## src/rtl/adc_conv_sequencer_pkg.sv

```systemverilog
// Shared types and default constants for the ADC conversion sequencer.
`timescale 1ns/1ps
package adc_conv_sequencer_pkg;

    typedef enum logic [1:0] {
        ST_IDLE  = 2'd0,
        ST_START = 2'd1,
        ST_WAIT  = 2'd2,
        ST_OUT   = 2'd3
    } seq_state_e;

    localparam int DEF_DATA_WIDTH  = 16;
    localparam int DEF_TIMEOUT_CYC = 1024;

    // Limit the requested averaging exponent to what the accumulator supports.
    function automatic logic [2:0] clamp_log2(input logic [2:0] req, input logic [2:0] max_v);
        clamp_log2 = (req > max_v) ? max_v : req;
    endfunction

endpackage

```

## src/rtl/adc_period_timer.sv

```systemverilog
// Free-running down-counter producing a one-cycle trigger every max(period,1) cycles.
`timescale 1ns/1ps
import adc_conv_sequencer_pkg::*;

module adc_period_timer #(
    parameter int PERIOD_WIDTH = 16
) (
    input  logic                    clk_adc,
    input  logic                    rst_n,
    input  logic                    enable_i,
    input  logic [PERIOD_WIDTH-1:0] period_i,
    output logic                    trigger_o
);

    logic [PERIOD_WIDTH-1:0] count_q;
    logic [PERIOD_WIDTH-1:0] count_d;
    logic [PERIOD_WIDTH-1:0] reload_s;
    logic                    trigger_q;
    logic                    trigger_d;

    // Next count and trigger; trigger is registered so it coincides with count_q == 0.
    always_comb begin
        count_d   = reload_s;
        trigger_d = 1'b0;
        if (period_i == {PERIOD_WIDTH{1'b0}}) begin
            reload_s = {PERIOD_WIDTH{1'b0}};
        end else begin
            reload_s = period_i - {{(PERIOD_WIDTH-1){1'b0}}, 1'b1};
        end
        if (enable_i) begin
            if (count_q == {PERIOD_WIDTH{1'b0}}) begin
                count_d = reload_s;
            end else begin
                count_d = count_q - {{(PERIOD_WIDTH-1){1'b0}}, 1'b1};
            end
            trigger_d = (count_d == {PERIOD_WIDTH{1'b0}});
        end else begin
            count_d   = reload_s;
            trigger_d = 1'b0;
        end
    end

    // Count and trigger registers.
    always_ff @(posedge clk_adc) begin
        if (!rst_n) begin
            count_q   <= reload_s;
            trigger_q <= 1'b0;
        end else begin
            count_q   <= count_d;
            trigger_q <= trigger_d;
        end
    end

    assign trigger_o = trigger_q;

endmodule

```

## src/rtl/adc_conv_sequencer.sv

```systemverilog
// ADC conversion sequencer: triggers bursts of 2^N conversions and averages the samples.
`timescale 1ns/1ps
import adc_conv_sequencer_pkg::*;

module adc_conv_sequencer #(
    parameter int DATA_WIDTH   = DEF_DATA_WIDTH,
    parameter int PERIOD_WIDTH = 16,
    parameter int TIMEOUT_CYC  = DEF_TIMEOUT_CYC,
    parameter int AVG_MAX_LOG2 = 4
) (
    input  logic                    clk_adc,
    input  logic                    rst_n,
    input  logic                    enable_i,
    input  logic                    single_i,
    input  logic [PERIOD_WIDTH-1:0] period_i,
    input  logic [2:0]              avg_log2_i,
    input  logic                    clear_i,
    output logic                    conv_start_o,
    input  logic [DATA_WIDTH-1:0]   adc_data_i,
    input  logic                    adc_valid_i,
    output logic [DATA_WIDTH-1:0]   result_o,
    output logic                    result_valid_o,
    input  logic                    result_ready_i,
    output logic                    busy_o,
    output logic                    overrun_o,
    output logic                    timeout_o
);

    localparam int AW = DATA_WIDTH + AVG_MAX_LOG2;
    localparam int CW = AVG_MAX_LOG2 + 1;
    localparam int TW = $clog2(TIMEOUT_CYC + 1);
    localparam logic [2:0]    AVG_MAX_L = 3'(AVG_MAX_LOG2);
    localparam logic [TW-1:0] TMO_LAST  = TW'(TIMEOUT_CYC - 1);

    seq_state_e              state_q, state_d;
    logic [2:0]              n_q, n_d;
    logic [AW-1:0]           acc_q, acc_d, acc_sum_s;
    logic [CW-1:0]           cnt_q, cnt_d, cnt_inc_s;
    logic [TW-1:0]           tmo_q, tmo_d;
    logic [DATA_WIDTH-1:0]   result_q, result_d;
    logic                    result_valid_q, conv_start_q, busy_q;
    logic                    overrun_q, overrun_d, timeout_q, timeout_d;
    logic                    trigger_s, go_s, overrun_set_s, timeout_set_s;

    adc_period_timer #(
        .PERIOD_WIDTH(PERIOD_WIDTH)
    ) u_timer (
        .clk_adc   (clk_adc),
        .rst_n     (rst_n),
        .enable_i  (enable_i),
        .period_i  (period_i),
        .trigger_o (trigger_s)
    );

    // Burst FSM next-state, accumulation and sticky flag logic.
    always_comb begin
        state_d       = state_q;
        n_d           = n_q;
        acc_d         = acc_q;
        cnt_d         = cnt_q;
        tmo_d         = tmo_q;
        result_d      = result_q;
        timeout_set_s = 1'b0;
        go_s          = trigger_s | single_i;
        acc_sum_s     = acc_q + AW'(adc_data_i);
        cnt_inc_s     = cnt_q + CW'(1);
        overrun_set_s = go_s && (state_q != ST_IDLE);

        case (state_q)
            ST_IDLE: begin
                if (go_s) begin
                    state_d = ST_START;
                    n_d     = clamp_log2(avg_log2_i, AVG_MAX_L);
                    acc_d   = {AW{1'b0}};
                    cnt_d   = {CW{1'b0}};
                end else begin
                    state_d = ST_IDLE;
                end
            end
            ST_START: begin
                state_d = ST_WAIT;
                tmo_d   = TW'(1);
            end
            ST_WAIT: begin
                if (adc_valid_i) begin
                    acc_d = acc_sum_s;
                    cnt_d = cnt_inc_s;
                    if (cnt_inc_s == (CW'(1) << n_q)) begin
                        state_d  = ST_OUT;
                        result_d = DATA_WIDTH'(acc_sum_s >> n_q);
                    end else begin
                        state_d = ST_START;
                    end
                end else if (tmo_q >= TMO_LAST) begin
                    // Sample never came back: abandon the whole burst.
                    timeout_set_s = 1'b1;
                    state_d       = ST_IDLE;
                end else begin
                    tmo_d = tmo_q + TW'(1);
                end
            end
            ST_OUT: begin
                if (result_ready_i) begin
                    state_d = ST_IDLE;
                end else begin
                    state_d = ST_OUT;
                end
            end
            default: begin
                state_d = ST_IDLE;
            end
        endcase

        overrun_d = overrun_set_s ? 1'b1 : (clear_i ? 1'b0 : overrun_q);
        timeout_d = timeout_set_s ? 1'b1 : (clear_i ? 1'b0 : timeout_q);
    end

    // State, datapath and registered outputs.
    always_ff @(posedge clk_adc) begin
        if (!rst_n) begin
            state_q        <= ST_IDLE;
            n_q            <= 3'd0;
            acc_q          <= {AW{1'b0}};
            cnt_q          <= {CW{1'b0}};
            tmo_q          <= {TW{1'b0}};
            result_q       <= {DATA_WIDTH{1'b0}};
            result_valid_q <= 1'b0;
            conv_start_q   <= 1'b0;
            busy_q         <= 1'b0;
            overrun_q      <= 1'b0;
            timeout_q      <= 1'b0;
        end else begin
            state_q        <= state_d;
            n_q            <= n_d;
            acc_q          <= acc_d;
            cnt_q          <= cnt_d;
            tmo_q          <= tmo_d;
            result_q       <= result_d;
            result_valid_q <= (state_d == ST_OUT);
            conv_start_q   <= (state_d == ST_START);
            busy_q         <= (state_d != ST_IDLE);
            overrun_q      <= overrun_d;
            timeout_q      <= timeout_d;
        end
    end

    assign conv_start_o   = conv_start_q;
    assign result_o       = result_q;
    assign result_valid_o = result_valid_q;
    assign busy_o         = busy_q;
    assign overrun_o      = overrun_q;
    assign timeout_o      = timeout_q;

endmodule

```

## config.mk

```make
export PLATFORM = sky130hd
export DESIGN_NAME = adc_conv_sequencer
export DESIGN_NICKNAME = d
export VERILOG_FILES = /design/src/rtl/adc_conv_sequencer_pkg.sv /design/src/rtl/adc_period_timer.sv /design/src/rtl/adc_conv_sequencer.sv
export SDC_FILE = /design/constraint.sdc
export NUM_CORES = 1
export LEC_CHECK = 0
export CORE_ASPECT_RATIO = 1.75
export CORE_MARGIN = 1.5
export CORE_UTILIZATION = 52
export DETAILED_ROUTE_END_ITERATION = 12
export GPL_TIMING_DRIVEN = 0
export PLACE_DENSITY = 0.78
export SLEW_MARGIN = 20
export SYNTH_ARGS = -nofsm -noshare
export SYNTH_HDL_FRONTEND = slang
export SYNTH_SLANG_ARGS = --single-unit
```

## constraint.sdc

```tcl
create_clock -name clk_adc -period 3.4 [get_ports clk_adc]
set_input_delay 1.02 -clock clk_adc [delete_from_list [all_inputs] [get_ports clk_adc]]
set_output_delay 1.02 -clock clk_adc [all_outputs]
set_load 0.02 [all_outputs]
```

* Yosys cells after proc, flatten, opt, wreduce, memory -nomap -nowiden *
Index checks and enable logic that the tools add are counted.

word-level totals
  register bits = 79
  input bits = 42
  output and inout port bits = 21
  logic and storage cells = 76

cells by class
  add/sub/neg operators = 5
  $lt $le $gt $ge = 2
  equality and inequality tests = 10
  shifts and indexed selects = 2
  mux-type cells = 27
  bitwise gates (word level) = 1
  reduce and logical (&&, ||, !) cells = 16

operators by type and width
  kind                                                                     number
  16-bit two-way mux                                                       5
  16-bit logical NOT                                                       3
  20-bit two-way mux                                                       2
  20-bit case mux with 2 select lines                                      1
  16-bit by 1-bit subtractor with 16-bit output, second input constant     2
  11-bit two-way mux                                                       2
  11-bit case mux with 2 select lines                                      1
  20-bit by 16-bit adder with 20-bit output                                1
  20-bit by 3-bit >> shifter with 16-bit output                            1
  2-bit nonzero test                                                       6
  11-bit by 1-bit adder with 11-bit output, second input constant          1
  11-bit by 10-bit >= comparator with 1-bit output, second input constant  1
  5-bit two-way mux                                                        2
  5-bit case mux with 2 select lines                                       1
  3-bit AND reduction                                                      3
  2-bit two-way mux                                                        4
  2-bit inequality test, second input constant                             4
  2-bit case mux with 4 select lines                                       1
  1-bit two-way mux                                                        7
  2-bit equality test, second input constant                               3
  5-bit by 1-bit adder with 5-bit output, second input constant            1
  5-bit equality test                                                      1
  1-bit by 3-bit left shift with 5-bit output, first input constant        1
  2-bit by 1-bit equality test with 1-bit output, second input constant    2
  other kinds (6)                                                          7

* Longest topological paths before layout *
Gate-level depths: netlist of the first run.

  word-level depth = 6
  mapped depth = 10
  depth with buffers taken out = 10

* Cells and area by module *
A second synthesis of the first run with hierarchy kept.

second synthesis, totals
  cells, all modules = 682
  area, all modules = 5,667.9 um2

by module, submodules not included
  module              times used  cells each  area an instance (um2)  seq. area each (um2)
  adc_conv_sequencer  1           500         4,245.3                 1,241.2
  adc_period_timer    1           182         1,422.6                 340.3

* Worst setup path after synthesis of the first run *
No wires, ideal clock.

  path type = input-to-reg
  start = input port adc_data_i[0]
  end = register result_q[9] (netlist: result_o[9])
  data arrival time = 3.308 ns
  required time = 3.278 ns
  setup slack = -0.030 ns
  cell stages on the path = 10
  buffers on the path = 0
  cells stage by stage = ha_1 fa_1 a211oi_2 o211ai_1 a31oi_2 and2_1 xnor2_1 mux4_2 o21ai_1 a21oi_1

on the way
  word-level cells in the longest chain between the ends = 2

RTL lines
  what                                           line                       RTL
  start, declared                                adc_conv_sequencer.sv:19   input logic [DATA_WIDTH-1:0] adc_data_i,
  20-bit by 16-bit adder with 20-bit output      adc_conv_sequencer.sv:65   acc_sum_s = acc_q + AW'(adc_data_i);
  20-bit by 3-bit >> shifter with 16-bit output  adc_conv_sequencer.sv:90   result_d = DATA_WIDTH'(acc_sum_s >> n_q);
  end signal, assigned                           adc_conv_sequencer.sv:126  result_q <= {DATA_WIDTH{1'b0}};
  end signal, assigned                           adc_conv_sequencer.sv:138  result_q <= result_d;
  end, declared                                  adc_conv_sequencer.sv:40   logic [DATA_WIDTH-1:0] result_q, result_d;

No other way between the ends.
A chain may end at the register's enable or synchronous reset.

* Worst setup path after layout of the first run *
  start = input port adc_data_i[11]
  end = register result_q[9] (netlist: result_o[9])

The elaborated chain is that of the path after synthesis.

==> metrics.cfg, run 1 <==
[logic_synthesis]
ys_seq_area_frac = 0.289
synth_nets = 735
synth_area_leaders = dfxtp_1 29%, xnor2_1 5.1%, mux4_2 4.9%
yosys.area.top_type = dfxtp_1
synthMuxAreaShare = 0.0661
synth-compound-area-share = 0.219
syn_area_per_cell_um2 = 8.15
synthSimpleGateAreaFrac = 0.244
ys_warn_count = 0
synth_xor_area_frac = 0.0944
synth.top_cell.area_share = 0.289
postSynth.asyncResetShare = 0
synth_top_family_by_area = simple AND/OR/NAND/NOR gates
synth_cells = 671
synth-edff-count = 0
ys_types = 73
ys_seq_elements = 79
synth_fa_ha_area_frac = 0.0517
syn_area_um2 = 5470
synth-main-ff-cell = dfxtp_1

[global_route]
grt_pass1_vias = 5595
track_usage = 0.308
grt_util_met1 = 0.305
use_met3 = 0.0434
grt_pass1_wl_mm = 26.6
antenna_found_initial = 0
grt_max_degree = 17
grt_overflow_total = 0
grt.busiest_layer = met2
grt_use_met2 = 0.579

[placed_design]
io_buffers = 61
routabilityCongestion = 0.965
dp_hpwl_mm = 12.7

[worst_setup_path]
r2r-end = result_o[9]
r2r_setup_slack_ns = 0.38
crit_path_end_kind = flop
rr_startpoint = cnt_q[0]
cp-start-kind = input port
worstPathMaxFanout = 8
r2r_cells = 8
required_ns = 3.62
worstPathArrival_ns = 3.66
path_class = in -> reg

[clocking]
cts_buffer_depth = 2
cts_buffers = 9
worstSkewPairLatency_ns = 0.34
root_buffer = clkbuf_16
cts_tree = done
htree_levels = 3
cts_sinks = 79
cts_hold_buf = 0
path_clk_slew_ns = 0.07

[sta]
setup_tns_ns = -0.0344
slew_headroom = 0.475
fin_worst_skew_ns = 0.00840
setup_ws_ns = -0.0344
setup_viol = 1
finalCritPeriodShare = 1.01
tightest_slew_ns = 0.787
whs_ns = 0.451
hold_viol_final = 0
fmax_ghz = 0.291
fin_crit_ns = 3.43
finalMaxSlewViolations = 0
rsz0062_at_grt = yes

[outcome]
status = complete, but fails checks
violations = setup timing

[floorplanning]
dieHeight_um = 139
io_pins = 63
die_area_um2 = 11200
die_w_um = 80.5
core_um2 = 10200
num_rows = 49
initial_core_util = 0.534

[cells_and_area]
area.growth.synth_to_final_pct = 31.4
final_nets = 830
drive_gt1_frac = 0.167
fill_cells = 787
diodes = 0

[detailed_routing]
wirelength_mm = 17.7
viasPerCell = 6.39
drtIter0Drc = 457
drt-pass1-iter-count = 5
ant_nets = 0
vias = 5738
drc = 0
avgRoutedWirePerCell_um = 19.7

[min_path]
hold_path_class = reg -> reg
min_to = result_o[2]
min_from = result_o[2]
holdPathStages = 2

[pwr]
p_per_area_nw_per_um2 = 374
vdd_ir_drop_max_v = 0.000335
p_leak_uw = 0.00266

[job]
drv_cap = 0

layout make-up:
class                           count  area, µm²  area share
Buffer                             29        124      0.0172
Clock buffer                        9        225      0.0313
Clock inverter                      7       86.3      0.0120
Inverter                           13       48.8     0.00679
Multi-Input combinational cell    543       4130       0.574
Sequential cell                    79       1580       0.220
Tap cell                          127        159      0.0221
Timing Repair Buffer               91        838       0.117
logic make-up after synthesis:
logic type / after synthesis
and+or+nand+nor: 263
AOI/OAI and AO/OA: 178
DFF: 79
xor gates and xnor gates: 59
buffers and inverters: 49
adders and majority gates: 22
muxes: 21
Yosys cell counts, types with 6 or more instances:
master and instances:
dfxtp_1 79, nor2_1 68, nand2_1 64, a21oi_1 39, xnor2_1 32, clkbuf_1 27
xor2_1 27, nand3_1 24, nor2b_1 23, ha_1 21, o21ai_1 21, nor3_1 18
o21ai_0 16, a22oi_1 14, o22ai_1 13, inv_1 12, mux4_2 12, a31oi_1 10
a21boi_0 9, and2_1 8, buf_2 8, mux2i_1 8, nand2b_1 7, nand4_1 7
o211ai_1 7, a21o_1 6
flip-flops by register name (all words and copies together), names as in the netlist:
name and count:
timeout_o 1, conv_start_o 1, n_q 3, state_q 2, u_timer.count_q 16, u_timer.trigger_o 1, busy_o 1, acc_q 20
result_o 16, cnt_q 5, result_valid_o 1, overrun_o 1, tmo_q 11
cells in the final DEF (no fill, tap or decap), types with 23 or more instances in the layout:
cell / n
nand2_1: 64
dfxtp_1: 79
clkbuf_1: 23
buf_4: 29
clkdlybuf4s50_1: 48
xor2_1: 27
a21oi_1: 32
nand3_1: 23
nor2_1: 66
xnor2_1: 26
nor2b_1: 23
what timing repair did:
item | 4_1_cts | 5_1_grt
pin swaps | 21 | 27
setup buffers | 20 | 10
resized for setup | 52 | 44
endpoints found under the hold margin | 0 | 0
setup endpoints to repair | 22 | 13
critical path, cell delays in order:
cell and delay [ns]:
clkdlybuf4s50_1 0.50, ha_4 0.25, a21o_1 0.21, buf_4 0.14, a31o_2 0.24, a21oi_2 0.24
and2_4 0.22, xnor2_1 0.06, mux4_2 0.51, o21ai_2 0.17, a21oi_1 0.09
stage by stage:
stage / cells / total power (µW) / worst slack, ns / util / cell area, µm²
after floorplan: 671 / 1370 / 0.00478 / - / 5480
after global placement: 859 / 1550 / -0.849 / 0.610 / 6250
after detailed placement: 859 / 1570 / -0.893 / 0.610 / 6250
after CTS: 888 / 2630 / -0.0124 / 0.672 / 6880
after global routing: 898 / 2770 / -0.116 / 0.702 / 7190
final: 898 / 2690 / -0.0344 / 0.702 / 7190
worst max path at each step:
| stage | startpoint | endpoint | slack, ns | depth (start not counted) |
|---|---|---|---|---|
| 5_1_grt | adc_data_i[11] | result_o[9] | -0.12 | 11 |
| 2_1_floorplan | adc_data_i[0] | result_o[9] | 0.005 | 10 |
| 6_report | adc_data_i[11] | result_o[9] | -0.03 | 11 |
| 4_1_cts | adc_data_i[6] | result_o[9] | -0.01 | 10 |
| 3_3_place_gp | adc_data_i[0] | result_o[8] | -0.85 | 11 |
| 3_5_place_dp | adc_data_i[1] | result_o[9] | -0.89 | 9 |
layer usage:
metal | vias up | wire length (µm)
met2 | 253 | 9620
met3 | 76 | 828
met1 | 2759 | 6300
met4 | 0 | 976
met5 | - | 0
li1 | 2650 | -
power by group:
part           switching, µW  internal, µW  leakage [µW]  total [µW]
Sequential              45.2           969      0.000645        1010
Combinational            352           279       0.00186         632
Clock                    458           588      0.000151        1050
Total                    855          1840       0.00266        2690
Note: power is estimated with default switching activity, not from simulation.
==> inputs of run 2 (changes only) <==
CORE_MARGIN = default   (was 1.5)
RECOVER_POWER = 100   (was default)
==> metrics.cfg, run 2 (same netlist as run 1, synthesis figures left out) <==
[outcome]
status = completed

[sta]
fin_worst_skew_ns = 0.0121  ; +0.00368 ns
whs_ns = 0.475  ; +0.0242 ns
hold_viol_final = 0  ; unchanged
fin_crit_ns = 3.37  ; -0.0685 ns
slew_headroom = 0.469  ; -0.00584
tightest_slew_ns = 0.796  ; +0.00877 ns
finalMaxSlewViolations = 0  ; unchanged
fmax_ghz = 0.297  ; +2.0%
finalCritPeriodShare = 0.990  ; -0.0202
setup_viol = 0  ; -1

[floorplanning]
die_w_um = 79.5  ; -1.2%
core_um2 = 10200  ; unchanged
initial_core_util = 0.534  ; unchanged
num_rows = 49  ; unchanged
io_pins = 63  ; unchanged
die_area_um2 = 11000  ; -2.0%
dieHeight_um = 138  ; -0.72%

[clocking]
root_buffer = clkbuf_16
cts_sinks = 79  ; unchanged
worstSkewPairLatency_ns = 0.35  ; about the same
cts_tree = done
cts_buffer_depth = 2  ; unchanged
path_clk_slew_ns = 0.07  ; about the same
cts_buffers = 9  ; unchanged
htree_levels = 3  ; unchanged

[placed_design]
io_buffers = 61  ; unchanged
postPlaceCellArea_um2 = 6250  ; unchanged
place_inst = 859  ; unchanged
routabilityCongestion = 0.955  ; -1.0%
dp_hpwl_mm = 12.5  ; -1.3%

[detailed_routing]
viasPerCell = 6.37  ; -0.37%
wl_met2_mm = 8.85  ; -8.0%
vias = 5647  ; -1.6%
top_layer_used = met4
drtIter0Drc = 464  ; +1.5%
m1WireLength_mm = 5.90  ; -6.3%
avgRoutedWirePerCell_um = 18.9  ; -4.1%
wirelength_mm = 16.8  ; -5.3%
routed-wl-met3_um = 765  ; -7.6%
drt-pass1-iter-count = 5  ; unchanged
drc = 0  ; unchanged
ant_nets = 0  ; unchanged

[cells_and_area]
regMostFlops = acc_q
layout_common_cells = 79 x dfxtp_1, 67 x nor2_1, 64 x nand2_1
final_nets = 819  ; -1.3%
drive_gt1_frac = 0.158  ; -0.00942
final_cells = 887  ; -1.2%
largest_register_ffs = 20  ; unchanged
final_common_cell = dfxtp_1
multiInputGateArea_um2 = 4110  ; -0.30%
final_area_um2 = 7110  ; -1.1%
area.growth.synth_to_final_pct = 29.9
regArea_um2 = 1580  ; unchanged
diodes = 0  ; unchanged
fill_cells = 785  ; -0.25%

[global_route]
grt_pass1_wl_mm = 26.2  ; -1.5%
antenna_found_initial = 0  ; unchanged
grt_pass1_vias = 5602  ; +0.13%
grt_overflow_total = 0  ; unchanged
track_usage = 0.314  ; +0.00556
grt_max_degree = 17  ; unchanged

[job]
drv_cap = 0  ; unchanged

[pwr]
vdd_ir_drop_max_v = 0.000319  ; -4.7%
p_leak_uw = 0.00269  ; +1.4%
p_per_area_nw_per_um2 = 372  ; -0.60%

[worst_setup_path]
cp-start-kind = input port
worstPathArrival_ns = 3.59  ; -0.07 ns
path_class = in -> reg
r2r_cells = 8  ; unchanged
required_ns = 3.63  ; about the same
worstPathMaxFanout = 6  ; -2
crit_path_end_kind = flop

[min_path]
holdPathStages = 2  ; unchanged
hold_path_class = reg -> reg

run 2: cell count changes in the layout (fill, tap and decap cells not counted), moves of 3 or more:
cell             change
dlygate4sd2_1        -4
a21oi_2              +3
clkdlybuf4s50_1     -24
dlygate4sd3_1       +23
dlymetal6s2s_1       +5
buf_4               -10
run 2: repair_timing:
action,CTS,global route
resized for setup,46,46
hold buffers,0,0
pin swaps,21,19
setup buffers,16,3
endpoints found under the setup margin,22,12
run 2: layer usage:
| metal | vias up | GRT usage |
|---|---|---|
| met5 | - | 0 |
| met4 | 0 | 0.256 |
| met3 | 85 | 0.0470 |
| met2 | 248 | 0.573 |
| met1 | 2667 | 0.304 |
| li1 | 2647 | - |
run 2: critical path, stage by stage:
cell and delay [ns]:
clkdlybuf4s15_2 0.20, ha_4 0.17, fa_2 0.37, a211oi_4 0.24, o211ai_1 0.13, buf_4 0.18
or4_1 0.43, nand3_2 0.14, o211a_1 0.22, a221oi_4 0.09, mux2i_2 0.28, a21oi_1 0.11
run 2: report_power, final:
group / switching (µW) / internal, µW
Sequential: 42.9 / 969
Clock: 441 / 583
Combinational: 342 / 268
Total: 826 / 1820
run 2: area by class of cell:
type	count	area share
well taps	127	0.0224
repair buffers	80	0.108
plain buffers	29	0.0174
clock buffers	9	0.0317
clock inverters	7	0.0123
inverters	13	0.00686
multi-input cells	543	0.579
flip-flops and latches	79	0.222
run 2: path summary, 6_finish.rpt:
| path | endpoint | slack, ns | from |
|---|---|---|---|
| worst min-delay path | result_o[1] | 0.47 | result_o[1] |
| worst max-delay path | result_o[8] | 0.03 | adc_data_i[0] |
| worst min register to register | result_o[1] | 0.47 | result_o[1] |
| worst max register to register | result_o[7] | 0.45 | cnt_q[0] |
run 2: stage by stage:
step                      setup TNS [ns]   util  setup slack [ns]  total power, µW
after floorplan                        0      -           0.00478             1370
after global routing             -0.0863  0.694           -0.0231             2740
after CTS                              0  0.670           0.00236             2610
after detailed placement          -16.26  0.610            -0.953             1560
after global placement            -14.25  0.610            -0.895             1550
final                                  0  0.694            0.0341             2650
==> inputs of run 3 (changes only) <==
CTS_CLUSTER_DIAMETER = 100   (was default)
RECOVER_POWER = 50   (was 100)
==> results of run 3 <==
Final layout, timing and power as in run 2 (identical DEF).
